`src/rtl/spi_port_arbiter_if.sv`:
```
// Bus bundle between the SPI port arbiter, its requesting clients and the
// shared SPI byte engine. All handshakes are toggle style: a request is
// outstanding while req differs from ack.
interface spi_port_arbiter_if #(
  parameter int CLIENTS = 3
);
  // client side
  logic [CLIENTS-1:0]   cli_req;
  logic [CLIENTS-1:0]   cli_ack;
  logic [CLIENTS-1:0]   cli_lock;
  logic [CLIENTS-1:0]   cli_speed;
  logic [8*CLIENTS-1:0] cli_d;
  logic [7:0]           cli_q;
  logic [CLIENTS-1:0]   grant;
  // engine side
  logic                 spi_req;
  logic                 spi_ack;
  logic                 spi_speed;
  logic [7:0]           spi_d;
  logic [7:0]           spi_q;

  // arbiter view
  modport master (
    input  cli_req, cli_lock, cli_speed, cli_d, spi_ack, spi_q,
    output cli_ack, cli_q, grant, spi_req, spi_speed, spi_d
  );

  // environment view (clients plus SPI engine)
  modport slave (
    output cli_req, cli_lock, cli_speed, cli_d, spi_ack, spi_q,
    input  cli_ack, cli_q, grant, spi_req, spi_speed, spi_d
  );
endinterface

```
`src/rtl/spi_port_arbiter.sv`:
```
// N-client arbiter in front of the single shared SPI byte engine.
// Fixed-priority or round-robin selection, per-client bus lock so that a
// multi-byte chip-select transaction is never interleaved, and an optional
// forced release of a lock that sits idle for too long.
module spi_port_arbiter #(
  parameter int CLIENTS      = 3,
  parameter int RR_MODE      = 0,
  parameter int LOCK_TIMEOUT = 0
) (
  input  logic               clk,
  input  logic               reset_n,
  spi_port_arbiter_if.master bus
);

  localparam int IDXW = (CLIENTS > 1) ? $clog2(CLIENTS) : 1;
  localparam int CNTW = (LOCK_TIMEOUT > 0) ? $clog2(LOCK_TIMEOUT + 1) : 1;
  localparam bit TMO_EN = (LOCK_TIMEOUT > 0);
  localparam logic [CNTW-1:0] CNT_LAST = (LOCK_TIMEOUT > 0) ? CNTW'(LOCK_TIMEOUT - 1) : '0;
  localparam logic [CNTW-1:0] CNT_MAX  = '1;
  localparam logic [IDXW-1:0] PTR_RST  = IDXW'(CLIENTS - 1);

  typedef enum logic [1:0] {
    ST_IDLE  = 2'd0,
    ST_ISSUE = 2'd1,
    ST_WAIT  = 2'd2,
    ST_HOLD  = 2'd3
  } state_t;

  state_t               state_r,     state_nxt_s;
  logic [IDXW-1:0]      owner_r,     owner_nxt_s;
  logic [IDXW-1:0]      ptr_r,       ptr_nxt_s;
  logic [CLIENTS-1:0]   grant_r,     grant_nxt_s;
  logic [CLIENTS-1:0]   ack_r,       ack_nxt_s;
  logic [7:0]           q_r,         q_nxt_s;
  logic                 spi_req_r,   spi_req_nxt_s;
  logic                 spi_speed_r, spi_speed_nxt_s;
  logic [7:0]           spi_d_r,     spi_d_nxt_s;
  logic [CNTW-1:0]      cnt_r,       cnt_nxt_s;

  logic [CLIENTS-1:0]   pending_s;
  logic                 win_found_s;
  logic [IDXW-1:0]      win_idx_s;
  logic [IDXW-1:0]      src_idx_s;
  logic [7:0]           d_sel_s;
  logic                 sp_sel_s;
  logic                 owner_pend_s;
  logic                 owner_lock_s;
  logic                 timeout_hit_s;

  // Candidate for search step s (1..CLIENTS); step 1 has the highest priority.
  function automatic logic [IDXW-1:0] cand_idx(input logic [IDXW-1:0] ptr, input int s);
    int t;
    t = (RR_MODE != 0) ? ((int'(ptr) + s) % CLIENTS) : (s - 1);
    return IDXW'(t);
  endfunction

  function automatic logic [CLIENTS-1:0] onehot(input logic [IDXW-1:0] idx);
    logic [CLIENTS-1:0] v;
    v = '0;
    for (int i = 0; i < CLIENTS; i++) v[i] = (idx == IDXW'(i));
    return v;
  endfunction

  function automatic logic [7:0] byte_of(input logic [8*CLIENTS-1:0] d, input logic [IDXW-1:0] idx);
    logic [7:0] r;
    r = 8'h00;
    for (int i = 0; i < CLIENTS; i++) r = (idx == IDXW'(i)) ? d[8*i +: 8] : r;
    return r;
  endfunction

  assign pending_s     = bus.cli_req ^ ack_r;
  assign win_found_s   = |pending_s;
  assign owner_pend_s  = |(pending_s & grant_r);
  assign owner_lock_s  = |(bus.cli_lock & grant_r);
  assign timeout_hit_s = TMO_EN && (cnt_r == CNT_LAST);
  // In IDLE the byte comes from the new winner, in HOLD from the current owner.
  assign src_idx_s     = (state_r == ST_IDLE) ? win_idx_s : owner_r;
  assign d_sel_s       = byte_of(bus.cli_d, src_idx_s);
  assign sp_sel_s      = bus.cli_speed[src_idx_s];

  // Pick the winner: scan from the lowest-priority candidate so the best one overwrites.
  always_comb begin
    win_idx_s = '0;
    for (int s = CLIENTS; s >= 1; s--) begin
      win_idx_s = pending_s[cand_idx(ptr_r, s)] ? cand_idx(ptr_r, s) : win_idx_s;
    end
  end

  // Next-state and next-output logic of the arbitration FSM.
  always_comb begin
    state_nxt_s     = state_r;
    owner_nxt_s     = owner_r;
    ptr_nxt_s       = ptr_r;
    grant_nxt_s     = grant_r;
    ack_nxt_s       = ack_r;
    q_nxt_s         = q_r;
    spi_req_nxt_s   = spi_req_r;
    spi_speed_nxt_s = spi_speed_r;
    spi_d_nxt_s     = spi_d_r;
    cnt_nxt_s       = cnt_r;
    case (state_r)
      ST_IDLE: begin
        if (win_found_s) begin
          state_nxt_s     = ST_ISSUE;
          owner_nxt_s     = win_idx_s;
          ptr_nxt_s       = win_idx_s;
          grant_nxt_s     = onehot(win_idx_s);
          spi_d_nxt_s     = d_sel_s;
          spi_speed_nxt_s = sp_sel_s;
          cnt_nxt_s       = '0;
        end else begin
          state_nxt_s = ST_IDLE;
        end
      end
      ST_ISSUE: begin
        spi_req_nxt_s = ~spi_req_r;
        state_nxt_s   = ST_WAIT;
      end
      ST_WAIT: begin
        if (bus.spi_ack == spi_req_r) begin
          q_nxt_s   = bus.spi_q;
          ack_nxt_s = (ack_r & ~grant_r) | (bus.cli_req & grant_r);
          cnt_nxt_s = '0;
          if (owner_lock_s) begin
            state_nxt_s = ST_HOLD;
          end else begin
            grant_nxt_s = '0;
            state_nxt_s = ST_IDLE;
          end
        end else begin
          state_nxt_s = ST_WAIT;
        end
      end
      ST_HOLD: begin
        // A new byte from the owner wins over a simultaneous lock drop.
        if (owner_pend_s) begin
          spi_d_nxt_s     = d_sel_s;
          spi_speed_nxt_s = sp_sel_s;
          cnt_nxt_s       = '0;
          state_nxt_s     = ST_ISSUE;
        end else if (!owner_lock_s) begin
          grant_nxt_s = '0;
          cnt_nxt_s   = '0;
          state_nxt_s = ST_IDLE;
        end else if (timeout_hit_s) begin
          grant_nxt_s = '0;
          cnt_nxt_s   = '0;
          state_nxt_s = ST_IDLE;
        end else begin
          cnt_nxt_s = (cnt_r == CNT_MAX) ? cnt_r : cnt_r + CNTW'(1);
        end
      end
      default: begin
        grant_nxt_s = '0;
        state_nxt_s = ST_IDLE;
      end
    endcase
  end

  // State and registered outputs; reset abandons any byte in flight.
  always_ff @(posedge clk or negedge reset_n) begin
    if (!reset_n) begin
      state_r     <= ST_IDLE;
      owner_r     <= '0;
      ptr_r       <= PTR_RST;
      grant_r     <= '0;
      ack_r       <= '0;
      q_r         <= 8'h00;
      spi_req_r   <= 1'b0;
      spi_speed_r <= 1'b0;
      spi_d_r     <= 8'h00;
      cnt_r       <= '0;
    end else begin
      state_r     <= state_nxt_s;
      owner_r     <= owner_nxt_s;
      ptr_r       <= ptr_nxt_s;
      grant_r     <= grant_nxt_s;
      ack_r       <= ack_nxt_s;
      q_r         <= q_nxt_s;
      spi_req_r   <= spi_req_nxt_s;
      spi_speed_r <= spi_speed_nxt_s;
      spi_d_r     <= spi_d_nxt_s;
      cnt_r       <= cnt_nxt_s;
    end
  end

  assign bus.cli_ack   = ack_r;
  assign bus.cli_q     = q_r;
  assign bus.grant     = grant_r;
  assign bus.spi_req   = spi_req_r;
  assign bus.spi_speed = spi_speed_r;
  assign bus.spi_d     = spi_d_r;

endmodule

```
`src/flat_wrapper.sv`:
```
// flat-port wrapper written by rule: the top's interface ports become plain ports
module spi_port_arbiter_flat 
#(
  parameter int CLIENTS      = 3,
  parameter int RR_MODE      = 0,
  parameter int LOCK_TIMEOUT = 0
)
  (clk, reset_n, bus_cli_req, bus_cli_lock, bus_cli_speed, bus_cli_d, bus_spi_ack, bus_spi_q, bus_cli_ack, bus_cli_q, bus_grant, bus_spi_req, bus_spi_speed, bus_spi_d);
  spi_port_arbiter_if #(.CLIENTS(CLIENTS)) bus_i ();
  input  logic clk;
  input  logic reset_n;
  input wire logic [$bits(bus_i.cli_req)-1:0] bus_cli_req;
  input wire logic [$bits(bus_i.cli_lock)-1:0] bus_cli_lock;
  input wire logic [$bits(bus_i.cli_speed)-1:0] bus_cli_speed;
  input wire logic [$bits(bus_i.cli_d)-1:0] bus_cli_d;
  input wire logic [$bits(bus_i.spi_ack)-1:0] bus_spi_ack;
  input wire logic [$bits(bus_i.spi_q)-1:0] bus_spi_q;
  output wire logic [$bits(bus_i.cli_ack)-1:0] bus_cli_ack;
  output wire logic [$bits(bus_i.cli_q)-1:0] bus_cli_q;
  output wire logic [$bits(bus_i.grant)-1:0] bus_grant;
  output wire logic [$bits(bus_i.spi_req)-1:0] bus_spi_req;
  output wire logic [$bits(bus_i.spi_speed)-1:0] bus_spi_speed;
  output wire logic [$bits(bus_i.spi_d)-1:0] bus_spi_d;
  assign bus_i.cli_req = bus_cli_req;
  assign bus_i.cli_lock = bus_cli_lock;
  assign bus_i.cli_speed = bus_cli_speed;
  assign bus_i.cli_d = bus_cli_d;
  assign bus_i.spi_ack = bus_spi_ack;
  assign bus_i.spi_q = bus_spi_q;
  assign bus_cli_ack = bus_i.cli_ack;
  assign bus_cli_q = bus_i.cli_q;
  assign bus_grant = bus_i.grant;
  assign bus_spi_req = bus_i.spi_req;
  assign bus_spi_speed = bus_i.spi_speed;
  assign bus_spi_d = bus_i.spi_d;
  spi_port_arbiter #(.CLIENTS(CLIENTS), .RR_MODE(RR_MODE), .LOCK_TIMEOUT(LOCK_TIMEOUT)) u_core (.clk(clk), .reset_n(reset_n), .bus(bus_i));
endmodule
```
`config.mk`:
```
export PLATFORM = sky130hd
export DESIGN_NAME = spi_port_arbiter_flat
export DESIGN_NICKNAME = d
export VERILOG_FILES = /design/src/rtl/spi_port_arbiter_if.sv /design/src/rtl/spi_port_arbiter.sv /design/src/flat_wrapper.sv
export SDC_FILE = /design/constraint.sdc
export NUM_CORES = 1
export LEC_CHECK = 0
export ABC_AREA = 0
export ABC_CLOCK_PERIOD_IN_PS = 3900
export BUFFER_PORTS_ARGS = -buffer_cell sky130_fd_sc_hd__buf_4
export CORE_ASPECT_RATIO = 0.9
export CORE_UTILIZATION = 51
export CTS_CLUSTER_DIAMETER = 200
export DETAILED_ROUTE_END_ITERATION = 8
export HOLD_SLACK_MARGIN = 0.12
export MAX_ROUTING_LAYER = met4
export PLACE_DENSITY = 0.85
export SETUP_SLACK_MARGIN = 0.02
export SLEW_MARGIN = 20
export SYNTH_ARGS = -nofsm -noshare
export SYNTH_HDL_FRONTEND = slang
export SYNTH_SLANG_ARGS = --single-unit
```
`constraint.sdc`:
```
create_clock -name clk -period 3.9 [get_ports clk]
set_clock_uncertainty 0.15 [all_clocks]
set_input_delay 0.78 -clock clk [delete_from_list [all_inputs] [get_ports clk]]
set_output_delay 0.78 -clock clk [all_outputs]
set_load 0.02 [all_outputs]
```
; ---- Word level (Yosys, flattened, before mapping)
; Cells that the tools add are included.
[totals]
reg_bits = 28
inputBits = 44
output_inout_bits = 24
elab_cells = 68
[op_classes]
n_lt_le_gt_ge = 1
n_eq_ne = 13
n_mux = 26
n_bitwise = 8
n_reduce_logical = 12
[op_table]
columns = operator, n
row1 = 8-bit 2-to-1 mux, 5
row2 = 2-bit 2-to-1 mux, 8
row3 = 8-bit case mux with 2 select lines, 1
row4 = 3-bit bitwise AND, 4
row5 = 3-bit 2-to-1 mux, 4
row6 = 3-bit case mux with 3 select lines, 1
row7 = 3-bit OR reduction, 3
row8 = 2-bit == test (second input constant), 4
row9 = 2-bit case mux with 4 select lines, 1
row10 = 2-bit by 1-bit == test with 1-bit output (second input constant), 3
row11 = 2-bit logical NOT, 3
row12 = 2-bit by 1-bit != test with 1-bit output (second input constant), 3
row13 = 1-bit 2-to-1 mux, 4
row14 = 2-bit AND reduction, 2
row15 = 4-bit AND reduction, 1
row16 = 2-bit by 3-bit < comparator with 1-bit output (second input constant), 1
row17 = 3-bit by 2-bit != test with 1-bit output (second input constant), 1
row18 = 3-bit inverter, 1
row19 = 3-bit bitwise OR, 1
row20 = 3-bit AND reduction, 1
row21 = 3-bit nonzero test, 1
row22 = 3-bit bitwise XOR, 1
row23 = 1-bit binary-select mux with 2-bit select, 1
row24 = 2-bit != test (second input constant), 1
row25 = other kinds (4), 4

; ---- Depth between registers and ports, before layout
[logic_depth]
word_depth = 11
mapped_depth = 8
mapped_depth_nobuf = 7

; ---- Worst setup path before layout
; OpenSTA, ideal clock, no wires.
[synth_path]
path_type = in2reg
startpoint = input port bus_cli_req[1]
endpoint = register u_core.grant_r[0], in the netlist u_core.bus.grant[0]
setup_time_ns = 0.128
arrival_ns = 2.169
required_ns = 3.622
setup_slack_ns = 1.454
path_stages = 5
path_buffers = 0
cell_sequence = xor2_2 a222oi_1 or2b_1 nand4_2 mux2_1
[synth_between]
elab_chain_cells = 6
elab_cells_between_ends = 12
cone_classes = 2 x eq/ne / 4 x mux / 2 x bitwise / 4 x reduce/logical
[synth_lines]
columns = element, line
row1 = from (decl), flat_wrapper.sv:12  ; input wire logic [$bits(bus_i.cli_req)-1:0] bus_cli_req;
row2 = 3-bit bitwise XOR *, spi_port_arbiter.sv:71  ; assign pending_s = bus.cli_req ^ ack_r;
row3 = 2-bit 2-to-1 mux (2 in a row), spi_port_arbiter.sv:85  ; win_idx_s = pending_s[cand_idx(ptr_r, s)] ? cand_idx(ptr_r, s) : win_idx_s;
row4 = 2-bit logical NOT, spi_port_arbiter.sv:60  ; for (int i = 0; i < CLIENTS; i++) v[i] = (idx == IDXW'(i));
row5 = 3-bit 2-to-1 mux, spi_port_arbiter.sv:103  ; if (win_found_s) begin
row6 = 3-bit case mux with 3 select lines, spi_port_arbiter.sv:101  ; case (state_r)
row7 = to (signal assigned), spi_port_arbiter.sv:177  ; grant_r <= grant_nxt_s;
row8 = to (decl), spi_port_arbiter.sv:32  ; logic [CLIENTS-1:0] grant_r, grant_nxt_s;
; Mark *: on every way between the ends. The rest lies on a longest branch, timed or not. The select of a mux whose other input is x is not followed.
; A chain may end at the register's enable or synchronous reset.

; ---- Worst setup path in the final report
[layout_path]
startpoint = register u_core.state_r[0]
endpoint = register u_core.spi_d_r[5], in the netlist u_core.bus.spi_d[5]
[layout_between]
elab_chain_cells = 8
elab_cells_between_ends = 16
cone_classes = 5 x eq/ne / 7 x mux / 4 x reduce/logical
[layout_lines]
columns = element, line
row1 = from (decl), spi_port_arbiter.sv:29  ; state_t state_r, state_nxt_s;
row2 = from (signal assigned), spi_port_arbiter.sv:174  ; state_r <= state_nxt_s;
row3 = 2-bit logical NOT, "spi_port_arbiter.sv:77, spi_port_arbiter.sv:101"
row4 = 2-bit 2-to-1 mux, spi_port_arbiter.sv:77  ; assign src_idx_s = (state_r == ST_IDLE) ? win_idx_s : owner_r;
row5 = 2-bit logical NOT, spi_port_arbiter.sv:67  ; for (int i = 0; i < CLIENTS; i++) r = (idx == IDXW'(i)) ? d[8*i +: 8] : r;
row6 = 8-bit 2-to-1 mux (3 in a row), spi_port_arbiter.sv:67
row7 = "8-bit 2-to-1 mux, on equally long branches", "spi_port_arbiter.sv:136, spi_port_arbiter.sv:103"
row8 = 8-bit case mux with 2 select lines, spi_port_arbiter.sv:101
row9 = to (signal assigned), spi_port_arbiter.sv:182  ; spi_d_r <= spi_d_nxt_s;
row10 = to (decl), spi_port_arbiter.sv:37  ; logic [7:0] spi_d_r, spi_d_nxt_s;
; Parallel ways exist; a longest one is shown, timed or not. The select of a mux whose other input is x is not followed.

==> impl_results.rst <==
.. list-table::
   :header-rows: 1

   * - Metric
     - Value
   * - Cells traversed along the worst timing path
     - inv_1 -> ha_1 -> nor2b_1 -> a31oi_2 -> mux2_2 -> a22oi_1 -> a21oi_1
   * - Worst hold slack
     - 0.1698 ns
   * - Arrival time reported for the critical path endpoint
     - 2.82 ns
   * - Share of the core filled with cells
     - 76.82%
   * - Total Neg Setup Slack
     - 0 ns
   * - Cell with the biggest individual delay on the critical path
     - ha_1
   * - CP Buf/Inv Count
     - 1
   * - Layout filler cell count
     - 191
   * - Post-synthesis share of cell area spent on full adders, half adders and majority gates
     - 4.673%
   * - Placed Cells incl. Taps
     - 260
   * - Delay contributed by the slowest stage of the critical path
     - 0.53 ns
   * - Vias per inst
     - 5.538
   * - Final HPWL from detailed placement
     - 2870 µm
   * - Startpoint types
     - register
   * - Cell internal power dissipation
     - 1067 µW
   * - Critical path data required time
     - 3.96 ns
   * - R2R Setup Slk
     - 1.14 ns
   * - Final Max Slew Viols
     - 0
   * - Cell area after synthesis
     - 1607 µm²
   * - Inserted Diodes
     - 0
   * - Post-route non-filler standard cell count
     - 264
   * - Total CTS buffers
     - 3
   * - FF-to-FF End
     - u_core.bus.spi_d[5]$_DFFE_PN0P_
   * - Net count of the finished layout
     - 275
   * - Synth Area in Compound Gates
     - 19.31%
   * - Clock-pin slew reported for the worst setup and hold paths after clock tree synthesis
     - 0.15 ns
   * - Switching power
     - 863.0 µW
   * - Total detailed-routing wirelength
     - 3903 µm
   * - Startpoint of the worst register-to-register path
     - u_core.state_r[0]$_DFFE_PN0P_
   * - Full die area
     - 3379 µm²
   * - Die Height
     - 55.25 µm
   * - Number of library cell types mapped by synthesis
     - 36
   * - Final worst path period need
     - 2.761 ns
   * - Crit path kind
     - reg2reg
   * - Maximum buffer depth of the clock tree
     - 2
   * - Core footprint
     - 2860 µm²
   * - Peak Freq
     - 0.3622 GHz
   * - Power density over the cells
     - 878.7 nW/µm²
   * - Count of antenna-violating nets left after detailed routing
     - 0
   * - Placer Congestion
     - 0.8121
   * - Fraction of synthesis flops using an asynchronous set or reset pin
     - 100.0%
   * - CTS tree
     - built
   * - Initial standard-cell utilization of the core
     - 56.17%
   * - Number of antenna violations at the first check in global routing
     - 0
   * - Cell Rows
     - 18
   * - Mean Syn Cell Area
     - 10.30 µm²
   * - H-tree depth
     - 1
   * - Average detailed-routed wire length per instance
     - 14.78 µm
   * - Simple-gate area share of the yosys netlist
     - 11.06%
   * - Total number of vias
     - 1462
   * - Min-Delay Path Class
     - in2async
   * - Layout Area Growth over Synthesis
     - 36.76%
   * - Sequential share of the synthesized area
     - 43.61%
   * - Fraction of final layout cells sized beyond drive strength 1
     - 41.96%
   * - Post-CTS Hold Fix Bufs
     - 0
   * - Pin count of the biggest net entering global routing
     - 29
   * - Transition at the pin with the smallest max-transition slack
     - 0.7188 ns
   * - Overall Global Routing Usage
     - 25.29%
   * - LEAKAGE
     - 0.001062 µW
   * - Yosys reg bits
     - 28
   * - DRC violation count after routing
     - 0
   * - Maxcap violations
     - 0
   * - Post-CTS sizing
     - 0
   * - Unrepaired setup endpoints after global routing
     - no
   * - Critical path capture point type
     - register
   * - # IOs
     - 68
   * - Hold Vio Cnt, Final
     - 0
   * - Number of iterations in the first detailed-routing pass
     - 4
   * - CTS root buffer
     - clkbuf_4
   * - Clock Power Share
     - 10.1%
   * - Portion of the clock cycle consumed by the worst path in the final layout
     - 70.80%
   * - Mux cell area share after synthesis
     - 13.32%
   * - Depth of the worst register-to-register path
     - 7
   * - Post-CTS setup buffers
     - 0
   * - Run status
     - finished, final reports clean
   * - Via count of the first global-routing pass
     - 1393
   * - Die Width
     - 61.16 µm
   * - Dominant register cell in the synthesized netlist
     - dfrtp_1
   * - Warnings from Yosys
     - 0
   * - Synthesized netlist net count
     - 206
   * - Input/output buffers
     - 67
   * - Clock latency on the worst-skew pair
     - 0.34 ns
   * - Family with the most delay on the worst path
     - compound AO/OA/AOI/OAI gates
   * - Total Power
     - 1931 µW
   * - Combinational fraction of design power
     - 61.0%
   * - Final setup violation count
     - 0
   * - Remaining global-route overflow
     - 0
   * - Power share of the sequential group
     - 28.9%
   * - EDFF count, synth
     - 0
   * - Combinational family with the most area after synthesis
     - compound AO/OA/AOI/OAI gates
   * - Maximum fanout along the worst path
     - 14
   * - Worst IR drop on VDD
     - 0.4714 mV
   * - Max-slew headroom
     - 51.71%
   * - Synth Instances
     - 156
   * - Sw frac
     - 44.70%
   * - Drt initial violations
     - 101
   * - TritonCTS Sinks
     - 28
   * - Area share of xor/xnor cells in the synthesized design
     - 4.283%
   * - Wire length of the first global-routing pass
     - 6265 µm
-- worst register-to-register path, delay by kind of cell (launching register included) --
family	cells	cell delay [ns]
AOI/OAI and AO/OA	3	0.76
adders and majority gates	1	0.53
buffers and inverters	1	0.15
DFF	1	0.49
muxes	1	0.40
and+or+nand+nor	1	0.15
-- power by group through the flow --
stage                     Clock [µW]  Sequential, µW  Combinational (µW)
after global routing             211             576                1300
after CTS                        198             557                1180
final                            195             558                1180
after detailed placement           0             563                1170
after global placement             0             548                1130
after floorplan                    0             690                 675
-- final cells by class --
cell class                      instances  area (µm²)  area share (%)
Sequential cell                        28       700.7           31.89
Timing Repair Buffer                   67       503.0           22.89
Multi-Input combinational cell        113       845.8           38.50
Clock buffer                            3       22.52           1.025
Tap cell                               40       50.05           2.278
Clock inverter                          1       30.03           1.367
Inverter                               12       45.04           2.050
-- cells in the mapped netlist (all sizes together), types with 2 or more instances --
master   n  area share (%)
nor2b    3             1.2
a31oi    4             1.9
o21ai   10             3.1
inv     12             2.8
xor2     4             2.6
ha       6             4.7
a22oi    4             1.9
o221a    3             2.1
nor2     7             1.6
buf      2            0.70
nand4    2             1.2
nor3     3            0.93
mux2    19              13
nand3    2            0.62
xnor2    3             1.6
a21oi   14             4.4
dfrtp   28              44
o22ai    4             1.6
nand2   14             3.3
-- cells in the final DEF (no fill, tap or decap), types with 2 or more instances in the layout --
| cell type | count |
|---|---|
| a31oi_1 | 3 |
| nor2b_1 | 3 |
| nor2_1 | 7 |
| a22oi_1 | 4 |
| buf_4 | 67 |
| nor3_1 | 3 |
| dfrtp_1 | 28 |
| mux2_1 | 3 |
| mux2_2 | 16 |
| xnor2_1 | 3 |
| o22ai_1 | 4 |
| xor2_1 | 3 |
| o21ai_0 | 10 |
| a21oi_1 | 14 |
| nand3_1 | 2 |
| clkbuf_4 | 3 |
| o221a_2 | 3 |
| ha_1 | 6 |
| inv_1 | 12 |
| nand2_1 | 14 |
-- through the flow --
step / setup WS [ns] / cell area (µm²)
after floorplan: 1.454 / 1607
after global placement: 1.239 / 2145
after detailed placement: 1.152 / 2145
after CTS: 1.188 / 2197
after global routing: 0.9826 / 2197
final: 1.139 / 2197
-- kinds of logic after synthesis --
kind of cell,Yosys count
simple gates,36
fa+ha+maj,6
buf+inv,15
compound gates,45
mux,19
flops,28
xor+xnor,7
-- worst max path at each step --
stage / startpoint / to / slack [ns] / depth (start not counted)
finish: u_core.state_r[0]$_DFFE_PN0P_ / u_core.bus.spi_d[5]$_DFFE_PN0P_ / 1.14 / 7
detailed placement: bus_cli_req[2] / u_core.bus.spi_d[4]$_DFFE_PN0P_ / 1.15 / 6
global placement: bus_cli_req[2] / u_core.bus.spi_d[7]$_DFFE_PN0P_ / 1.24 / 6
CTS: u_core.state_r[0]$_DFFE_PN0P_ / u_core.bus.spi_d[5]$_DFFE_PN0P_ / 1.19 / 7
floorplan: bus_cli_req[1] / u_core.bus.grant[0]$_DFFE_PN0P_ / 1.45 / 5
global route: u_core.state_r[1]$_DFFE_PN0P_ / u_core.bus.spi_d[5]$_DFFE_PN0P_ / 0.98 / 7
-- metal layers --
metal	global-route usage, %	routed length, µm	up-vias	part of all wire [%]
met1	31.66	1704	705	44
met4	7.792	51	0	1.3
met5	-	0	-	0
met3	3.044	227	5	5.8
li1	-	-	697	-
met2	41.93	1920	55	49
(Power assumes the default switching activity.)
